===== src/rtl/ffnn_weight_loader_pkg.sv =====
// ============================================================================
// Module   : ffnn_pkg
// Brief    : Shared constants, helpers and loader state encoding for the
//            FFNN weight loader.
// Revision : 1.0
// ============================================================================
`default_nettype none

package ffnn_pkg;

  function automatic int bytes_per_word(input int bits);
    return bits / 8;
  endfunction

  function automatic int total_words(input int in_sz, input int hid_sz,
                                     input int out_sz, input int bias_sz);
    return (in_sz + bias_sz) * hid_sz + (hid_sz + bias_sz) * out_sz;
  endfunction

  // Default-configuration geometry (32-bit words, 2-2-1 network, one bias row)
  localparam int BYTES_PER_WORD     = bytes_per_word(32);
  localparam int L0_ROWS            = 2 + 1;
  localparam int L0_COLS            = 2;
  localparam int L1_ROWS            = 2 + 1;
  localparam int L1_COLS            = 1;
  localparam int TOTAL_WEIGHT_WORDS = total_words(2, 2, 1, 1);

  typedef enum logic [2:0] {
    ST_IDLE  = 3'd0,
    ST_RECV  = 3'd1,
    ST_WRITE = 3'd2,
    ST_CHECK = 3'd3,
    ST_DONE  = 3'd4
  } loader_state_e;

endpackage

`default_nettype wire


===== src/rtl/ffnn_weight_loader_if.sv =====
// ============================================================================
// Module   : ffnn_weight_loader_if
// Brief    : Byte-stream handshake and core weight-write port.
// Revision : 1.0
// ============================================================================
`default_nettype none

interface ffnn_weight_loader_if #(
  parameter int BITS_PER_WORD = 32,
  parameter int N_W           = 2,
  parameter int M_W           = 2
) ();
  logic                     s_valid;
  logic                     s_ready;
  logic [7:0]               s_data;
  logic                     weights_en;
  logic                     weights_layer_address;
  logic [N_W-1:0]           weights_n_address;
  logic [M_W-1:0]           weights_m_address;
  logic [BITS_PER_WORD-1:0] weights_data;

  // Loader side: consumes bytes, drives the weight-write port
  modport slave (
    input  s_valid, s_data,
    output s_ready, weights_en, weights_layer_address,
           weights_n_address, weights_m_address, weights_data
  );

  modport master (
    output s_valid, s_data,
    input  s_ready, weights_en, weights_layer_address,
           weights_n_address, weights_m_address, weights_data
  );
endinterface

`default_nettype wire


===== src/rtl/ffnn_weight_addr_gen.sv =====
// ============================================================================
// Module   : ffnn_weight_addr_gen
// Brief    : layer/n/m weight address walker (m fastest) with last-word flag.
// Revision : 1.0
// ============================================================================
`default_nettype none

module ffnn_weight_addr_gen #(
  parameter int N_W     = 2,
  parameter int M_W     = 2,
  parameter int L0_ROWS = 3,
  parameter int L0_COLS = 2,
  parameter int L1_ROWS = 3,
  parameter int L1_COLS = 1
) (
  input  logic           clk,
  input  logic           reset_n,
  input  logic           clear,
  input  logic           advance,
  output logic           layer,
  output logic [N_W-1:0] n_addr,
  output logic [M_W-1:0] m_addr,
  output logic           last
);

  logic           layer_q, layer_d;
  logic [N_W-1:0] n_q, n_d;
  logic [M_W-1:0] m_q, m_d;
  logic           n_last, m_last;

  always_comb begin
    n_last  = layer_q ? (n_q == N_W'(L1_ROWS - 1)) : (n_q == N_W'(L0_ROWS - 1));
    m_last  = layer_q ? (m_q == M_W'(L1_COLS - 1)) : (m_q == M_W'(L0_COLS - 1));
    last    = layer_q && n_last && m_last;
    layer_d = layer_q;
    n_d     = n_q;
    m_d     = m_q;
    if (clear) begin
      layer_d = 1'b0;
      n_d     = '0;
      m_d     = '0;
    end else if (advance) begin
      if (m_last) begin
        m_d = '0;
        if (n_last) begin
          n_d     = '0;
          // Leaving layer 1 wraps back to layer 0, so addresses idle at zero
          layer_d = ~layer_q;
        end else begin
          n_d = n_q + N_W'(1);
        end
      end else begin
        m_d = m_q + M_W'(1);
      end
    end
  end

  always_ff @(posedge clk or negedge reset_n) begin
    if (!reset_n) begin
      layer_q <= 1'b0;
      n_q     <= '0;
      m_q     <= '0;
    end else begin
      layer_q <= layer_d;
      n_q     <= n_d;
      m_q     <= m_d;
    end
  end

  assign layer  = layer_q;
  assign n_addr = n_q;
  assign m_addr = m_q;

endmodule

`default_nettype wire


===== src/rtl/ffnn_weight_loader.sv =====
// ============================================================================
// Module   : ffnn_weight_loader
// Brief    : Assembles LE words from a byte stream and writes them to the
//            FFNN core. Optional trailer check: FFNN_WEIGHT_LOADER_CHECKSUM_EN.
// Revision : 1.0
// ============================================================================
`default_nettype none

module ffnn_weight_loader
  import ffnn_pkg::*;
#(
  parameter int BITS_PER_WORD       = 32,
  parameter int INPUT_VECTOR_SIZE   = 2,
  parameter int HIDDEN_LAYER_SIZE   = 2,
  parameter int OUTPUT_VECTOR_SIZE  = 1,
  parameter int BIAS_SIZE           = 1,
  parameter int CLOG2_MAX_WEIGHTS_N = 2,
  parameter int CLOG2_MAX_WEIGHTS_M = 2
) (
  input  logic                  clk,
  input  logic                  reset_n,
  input  logic                  start,
  ffnn_weight_loader_if.slave   bus,
  output logic                  busy,
  output logic                  done,
  output logic                  checksum_error
);

  localparam int c_bytes  = bytes_per_word(BITS_PER_WORD);
  localparam int c_bidx_w = (c_bytes > 1) ? $clog2(c_bytes) : 1;

  loader_state_e            state_q, state_d;
  logic [c_bidx_w-1:0]      bidx_q, bidx_d;
  logic [BITS_PER_WORD-1:0] word_q, word_d;
  logic [BITS_PER_WORD-1:0] data_q, data_d;
  logic                     s_ready_w, weights_en_w;
  logic                     accept, final_byte, addr_clear, addr_last;

  assign accept     = bus.s_valid && s_ready_w;
  assign final_byte = accept && (state_q == ST_RECV) &&
                      (bidx_q == c_bidx_w'(c_bytes - 1));
  assign addr_clear = (state_q == ST_IDLE) && start;

  ffnn_weight_addr_gen #(
    .N_W     (CLOG2_MAX_WEIGHTS_N),
    .M_W     (CLOG2_MAX_WEIGHTS_M),
    .L0_ROWS (INPUT_VECTOR_SIZE + BIAS_SIZE),
    .L0_COLS (HIDDEN_LAYER_SIZE),
    .L1_ROWS (HIDDEN_LAYER_SIZE + BIAS_SIZE),
    .L1_COLS (OUTPUT_VECTOR_SIZE)
  ) u_addr_gen (
    .clk     (clk),
    .reset_n (reset_n),
    .clear   (addr_clear),
    .advance (weights_en_w),
    .layer   (bus.weights_layer_address),
    .n_addr  (bus.weights_n_address),
    .m_addr  (bus.weights_m_address),
    .last    (addr_last)
  );

  always_ff @(posedge clk or negedge reset_n) begin
    if (!reset_n) state_q <= ST_IDLE;
    else          state_q <= state_d;
  end

  always_comb begin
    state_d = state_q;
    case (state_q)
      ST_IDLE:  if (start) state_d = ST_RECV;
      ST_RECV:  if (final_byte) state_d = ST_WRITE;
`ifdef FFNN_WEIGHT_LOADER_CHECKSUM_EN
      ST_WRITE: state_d = addr_last ? ST_CHECK : ST_RECV;
`else
      ST_WRITE: state_d = addr_last ? ST_DONE : ST_RECV;
`endif
      ST_CHECK: if (accept) state_d = ST_DONE;
      ST_DONE:  state_d = ST_IDLE;
      default:  state_d = ST_IDLE;
    endcase
  end

  always_comb begin
    s_ready_w    = (state_q == ST_RECV) || (state_q == ST_CHECK);
    weights_en_w = (state_q == ST_WRITE);
    busy         = (state_q == ST_RECV) || (state_q == ST_WRITE) || (state_q == ST_CHECK);
    done         = (state_q == ST_DONE);
  end

  // Output word is captured only on the final byte so it holds between writes
  always_comb begin
    bidx_d = bidx_q;
    word_d = word_q;
    data_d = data_q;
    if (addr_clear) begin
      bidx_d = '0;
      word_d = '0;
    end else if (accept && (state_q == ST_RECV)) begin
      word_d[8*bidx_q +: 8] = bus.s_data;
      bidx_d = final_byte ? '0 : bidx_q + c_bidx_w'(1);
      if (final_byte) data_d = word_d;
    end
  end

  always_ff @(posedge clk or negedge reset_n) begin
    if (!reset_n) begin
      bidx_q <= '0;
      word_q <= '0;
      data_q <= '0;
    end else begin
      bidx_q <= bidx_d;
      word_q <= word_d;
      data_q <= data_d;
    end
  end

`ifdef FFNN_WEIGHT_LOADER_CHECKSUM_EN
  logic [7:0] csum_q, csum_d;
  logic       cerr_q, cerr_d;

  always_comb begin
    csum_d = csum_q;
    cerr_d = cerr_q;
    if (addr_clear) begin
      csum_d = '0;
      cerr_d = 1'b0;
    end else if (accept && (state_q == ST_RECV)) begin
      csum_d = csum_q ^ bus.s_data;
    end else if (accept && (state_q == ST_CHECK) && (bus.s_data != csum_q)) begin
      cerr_d = 1'b1;
    end
  end

  always_ff @(posedge clk or negedge reset_n) begin
    if (!reset_n) begin
      csum_q <= '0;
      cerr_q <= 1'b0;
    end else begin
      csum_q <= csum_d;
      cerr_q <= cerr_d;
    end
  end

  assign checksum_error = cerr_q;
`else
  assign checksum_error = 1'b0;
`endif

  assign bus.s_ready      = s_ready_w;
  assign bus.weights_en   = weights_en_w;
  assign bus.weights_data = data_q;

endmodule

`default_nettype wire


===== src/flat_wrapper.sv =====
// flat-port wrapper written by rule: the top's interface ports become plain ports
module ffnn_weight_loader_flat import ffnn_pkg::*;
#(
  parameter int BITS_PER_WORD       = 32,
  parameter int INPUT_VECTOR_SIZE   = 2,
  parameter int HIDDEN_LAYER_SIZE   = 2,
  parameter int OUTPUT_VECTOR_SIZE  = 1,
  parameter int BIAS_SIZE           = 1,
  parameter int CLOG2_MAX_WEIGHTS_N = 2,
  parameter int CLOG2_MAX_WEIGHTS_M = 2
)
  (clk, reset_n, start, busy, done, checksum_error, bus_s_valid, bus_s_data, bus_s_ready, bus_weights_en, bus_weights_layer_address, bus_weights_n_address, bus_weights_m_address, bus_weights_data);
  ffnn_weight_loader_if #(.BITS_PER_WORD(BITS_PER_WORD), .N_W(2), .M_W(2)) bus_i ();
  input  logic clk;
  input  logic reset_n;
  input  logic start;
  output logic busy;
  output logic done;
  output logic checksum_error;
  input wire logic [$bits(bus_i.s_valid)-1:0] bus_s_valid;
  input wire logic [$bits(bus_i.s_data)-1:0] bus_s_data;
  output wire logic [$bits(bus_i.s_ready)-1:0] bus_s_ready;
  output wire logic [$bits(bus_i.weights_en)-1:0] bus_weights_en;
  output wire logic [$bits(bus_i.weights_layer_address)-1:0] bus_weights_layer_address;
  output wire logic [$bits(bus_i.weights_n_address)-1:0] bus_weights_n_address;
  output wire logic [$bits(bus_i.weights_m_address)-1:0] bus_weights_m_address;
  output wire logic [$bits(bus_i.weights_data)-1:0] bus_weights_data;
  assign bus_i.s_valid = bus_s_valid;
  assign bus_i.s_data = bus_s_data;
  assign bus_s_ready = bus_i.s_ready;
  assign bus_weights_en = bus_i.weights_en;
  assign bus_weights_layer_address = bus_i.weights_layer_address;
  assign bus_weights_n_address = bus_i.weights_n_address;
  assign bus_weights_m_address = bus_i.weights_m_address;
  assign bus_weights_data = bus_i.weights_data;
  ffnn_weight_loader #(.BITS_PER_WORD(BITS_PER_WORD), .INPUT_VECTOR_SIZE(INPUT_VECTOR_SIZE), .HIDDEN_LAYER_SIZE(HIDDEN_LAYER_SIZE), .OUTPUT_VECTOR_SIZE(OUTPUT_VECTOR_SIZE), .BIAS_SIZE(BIAS_SIZE), .CLOG2_MAX_WEIGHTS_N(CLOG2_MAX_WEIGHTS_N), .CLOG2_MAX_WEIGHTS_M(CLOG2_MAX_WEIGHTS_M)) u_core (.clk(clk), .reset_n(reset_n), .start(start), .bus(bus_i), .busy(busy), .done(done), .checksum_error(checksum_error));
endmodule

===== config.mk =====
export PLATFORM = sky130hd
export DESIGN_NAME = ffnn_weight_loader_flat
export DESIGN_NICKNAME = d
export VERILOG_FILES = /design/src/rtl/ffnn_weight_loader_pkg.sv /design/src/rtl/ffnn_weight_loader_if.sv /design/src/rtl/ffnn_weight_addr_gen.sv /design/src/rtl/ffnn_weight_loader.sv /design/src/flat_wrapper.sv
export SDC_FILE = /design/constraint.sdc
export NUM_CORES = 1
export LEC_CHECK = 0
export ABC_AREA = 1
export BUFFER_PORTS_ARGS = -buffer_cell sky130_fd_sc_hd__clkbuf_2
export CORE_UTILIZATION = 40
export DETAILED_ROUTE_END_ITERATION = 10
export PLACE_DENSITY = 0.59
export SLEW_MARGIN = 0
export SYNTH_ARGS = -nofsm -noshare
export SYNTH_HDL_FRONTEND = slang
export SYNTH_SLANG_ARGS = --single-unit

===== constraint.sdc =====
create_clock -name clk -period 4 [get_ports clk]
set_input_delay 0.4 -clock clk [delete_from_list [all_inputs] [get_ports clk]]
set_output_delay 0.4 -clock clk [all_outputs]
set_load 0.1 [all_outputs]

==> qor.log <==
[clock_network] CTS root buffer clkbuf_8
[floorplanning] I/O Pins 54
[clock_network] CTS clk-pin slew, worst paths 0.07 ns
[finish] synthesis-to-finish area growth 14.1%
[setup_path] worst-case register-to-register setup slack 1.66 ns
[yosys] most instantiated library cell after synthesis nand2_1
[pwr] Max rail drop VDD 0.458 mV
[finish] number of nets in the final layout 506
[route] first-pass iteration count of the detailed router 4
[timing] Min Clock Period, post-route 2.34 ns
[global_routing] wire length of the first global-routing pass 13000 um
[place] placed cell areas 3640 sq um
[setup_path] worst path arrival time 2.62 ns
[yosys] post-synthesis cell area 3320 sq um
[setup_path] startpoint-to-endpoint class of the critical path reg -> reg
[global_routing] gr usage total 19.4%
[place] routability cong. 0.861
[timing] total count of hold-check failures in the final report 0
[timing] Least-Margin Pin Slew 1.06 ns
[finish] Post-Layout Inst Area 3790 sq um
[yosys] mean area per synthesized cell 7.62 sq um
[clock_network] cts repair resizes 0
[clock_network] maximum buffer depth of the clock tree 2
[route] drc violations 0
[pwr] post-route total power 0.00313 W
[setup_path] cell seen most often among critical-path stages nand2_1
[run_status] status completed
[yosys] Synth Flop Type dfrtp_1
[clock_network] Post-CTS Repair Setup Buffers 0
[setup_path] number of buffer and inverter stages on the critical path 2
[route] final WL 7610 um
[floorplanning] Vert. Die Dim 93.1 um
[clock_network] number of buffers inserted during clock tree synthesis 9
[pwr] power per cell area 825 nW/um^2
[yosys] top cells by area, synth dfrtp_1 52%, nand2_1 25%, inv_1 4.2%, o21ai_0 3.6%, ha_1 2.6%
[worst_hold_path] HP Class in -> async
[finish] share of layout cells above drive strength 1 15.4%
[yosys] number of unique standard cell types used by synthesis 27
[place] worst setup slack before clock tree synthesis 1.72 ns
[floorplanning] Chip Width 93.1 um
[place] quantity of I/O buffers inserted on ports 52
[yosys] Gate Count Post-Synth 436
[clock_network] H-Tree Depth 3
[yosys] post-synth top area cell dfrtp_1
[route] count of routing violations after the opening detailed-route iteration 134
[floorplanning] standard cell core area 7890 sq um
[timing] total negative slack for setup checks 0 ns
[yosys] post-synthesis sequential area ratio 52.0%
[yosys] Post-Synthesis Net Count 455
[global_routing] Congestion Overflow GR 0
[timing] count of final max-slew check failures 0
[timing] worst hold margin 0.254 ns
[floorplanning] Core Rows 32
[yosys] share of flip-flops with an asynchronous set or reset 100%
[clock_network] Clock Latency Late Sink 0.34 ns
[setup_path] worst path required time 4.28 ns
[timing] largest clock skew in the final design 0.00736 ns
[global_routing] initial antenna violation count 0
[global_routing] number of global-route vias before repair 2657
[setup_path] critical path launch point type flop
[setup_path] slowest stage delay, CP 0.50 ns
[place] HPWL reported at the end of detailed placement 5200 um
[timing] Worst Slack Setup Final 1.66 ns
[yosys] number of warnings issued by yosys 0
[timing] peak clock frequency supported by timing 428 MHz
[pwr] leak pwr 2.13 nW
[route] antenna-violating nets left 0
[clock_network] CTS Sinks 69
[timing] unrepaired setup endpoints after global routing no
[floorplanning] initial core utilization 42.1%
[setup_path] maximum fanout along the worst path 10
[route] via total after detailed routing 2826
[setup_path] Crit-path slowest cell dfrtp_1
[yosys] Synth top area share 52.0%
[floorplanning] overall die area 8670 sq um
[yosys] synthesized flop and latch total 69
[setup_path] crit-path leading delay family simple AND/OR/NAND/NOR gates
[setup_path] crit end category flop
[clock_network] cts hold-fix bufs 0
[finish] antenna diode count 0
[timing] normalized max-slew margin 29.1%
[timing] setup-violating endpoint count in the final report 0
[yosys] top cells by instance count after synthesis 223 x nand2_1, 69 x dfrtp_1, 37 x inv_1
[global_routing] maximum number of pins on one net before global-route repair 48
[job] number of max-capacitance violations reported 0
[clock_network] TritonCTS clock tree done
[yosys] number of flops mapped to enable cells by yosys 0
[setup_path] sequence of cells on the critical path clkinv_1 > ha_1 > inv_1 > nor2_1 > nand3_1 > o21ai_0 > nand2_1 > nand2_1
[route] detail-routed net length per standard cell 12.8 um
[route] detail-routed via count per cell 4.76
[timing] crit share post-route 58.4%
## worst paths after layout
path / startpoint / end / cells past startpoint
hold reg to reg: u_core.bus.weights_data[27]$_DFFE_PN0P_ / u_core.bus.weights_data[27]$_DFFE_PN0P_ / 2
setup / recovery: u_core.bidx_q[0]$_DFFE_PN0P_ / u_core.word_q[23]$_DFFE_PN0P_ / 8
hold / removal: reset_n / u_core.word_q[22]$_DFFE_PN0P_ / 1
min in group clk: bus_s_data[4] / u_core.bus.weights_data[28]$_DFFE_PN0P_ / 3
setup reg to reg: u_core.bidx_q[0]$_DFFE_PN0P_ / u_core.word_q[23]$_DFFE_PN0P_ / 8
max in group asynchronous: reset_n / u_core.word_q[13]$_DFFE_PN0P_ / 2
## area by class of cell
type                    count  area [sq um]
inverters                  44           166
fillers                   824          4100
clock inverters             2          10.0
flip-flops and latches     69          1730
clock buffers              14           143
multi-input cells         309          1340
well taps                 102           128
repair buffers             54           275
## power breakdown
part | leakage [nW] | switching, W | internal (W)
Sequential | 0.946 | 0.000128 | 0.000883
Combinational | 1.11 | 0.00136 | 0.000282
Clock | 0.0784 | 0.000249 | 0.000225
## state kept, by name, indices dropped and copies added, names as in the netlist
| name | cells |
|---|---|
| u_core.u_addr_gen.layer | 1 |
| u_core.u_addr_gen.n_addr | 2 |
| u_core.u_addr_gen.m_addr | 2 |
| u_core.state_q | 3 |
| u_core.word_q | 27 |
| u_core.bidx_q | 2 |
| u_core.bus.weights_data | 32 |
## stage by stage
step,cells,utilization [%]
global placement,578,46.1
CTS,594,48.0
floorplan,436,-
finish,594,48.0
global route,594,48.0
detailed placement,578,46.1
## layer usage
layer	global-route usage [%]	wire length, um
met1	27.5	3690
met2	29.0	3480
met3	4.47	422
met4	6.54	23
met5	0	0
## logic make-up (layout without fill, tap and decap cells)
kind of cell             after synthesis  count (layout)  synth area share [%]
flip-flops                            69              69                  52.0
adder cells (fa/ha/maj)                7               7                  2.64
AND/OR/NAND/NOR                      262             262                  31.4
AO/OA/AOI/OAI                         39              39                  6.21
buffers and inverters                 58             114                  7.65
other                                  1               1                 0.113
## cell usage in the layout, fill, tap and decap left out, drive strengths merged
| cell type | netlist | layout |
|---|---|---|
| conb | 1 | 1 |
| nand4 | 3 | 3 |
| nand2 | 227 | 227 |
| buf | 11 | 3 |
| clkbuf | 3 | 65 |
| nor3 | 2 | 2 |
| ha | 7 | 7 |
| o211ai | 1 | 1 |
| o21ai | 31 | 31 |
| nand3 | 15 | 15 |
| and2 | 1 | 1 |
| nand3b | 1 | 1 |
| inv | 40 | 40 |
| o22ai | 7 | 7 |
| clkinv | 4 | 6 |
| nor2 | 13 | 13 |
| dfrtp | 69 | 69 |
Power figures use the tool's default switching activity.
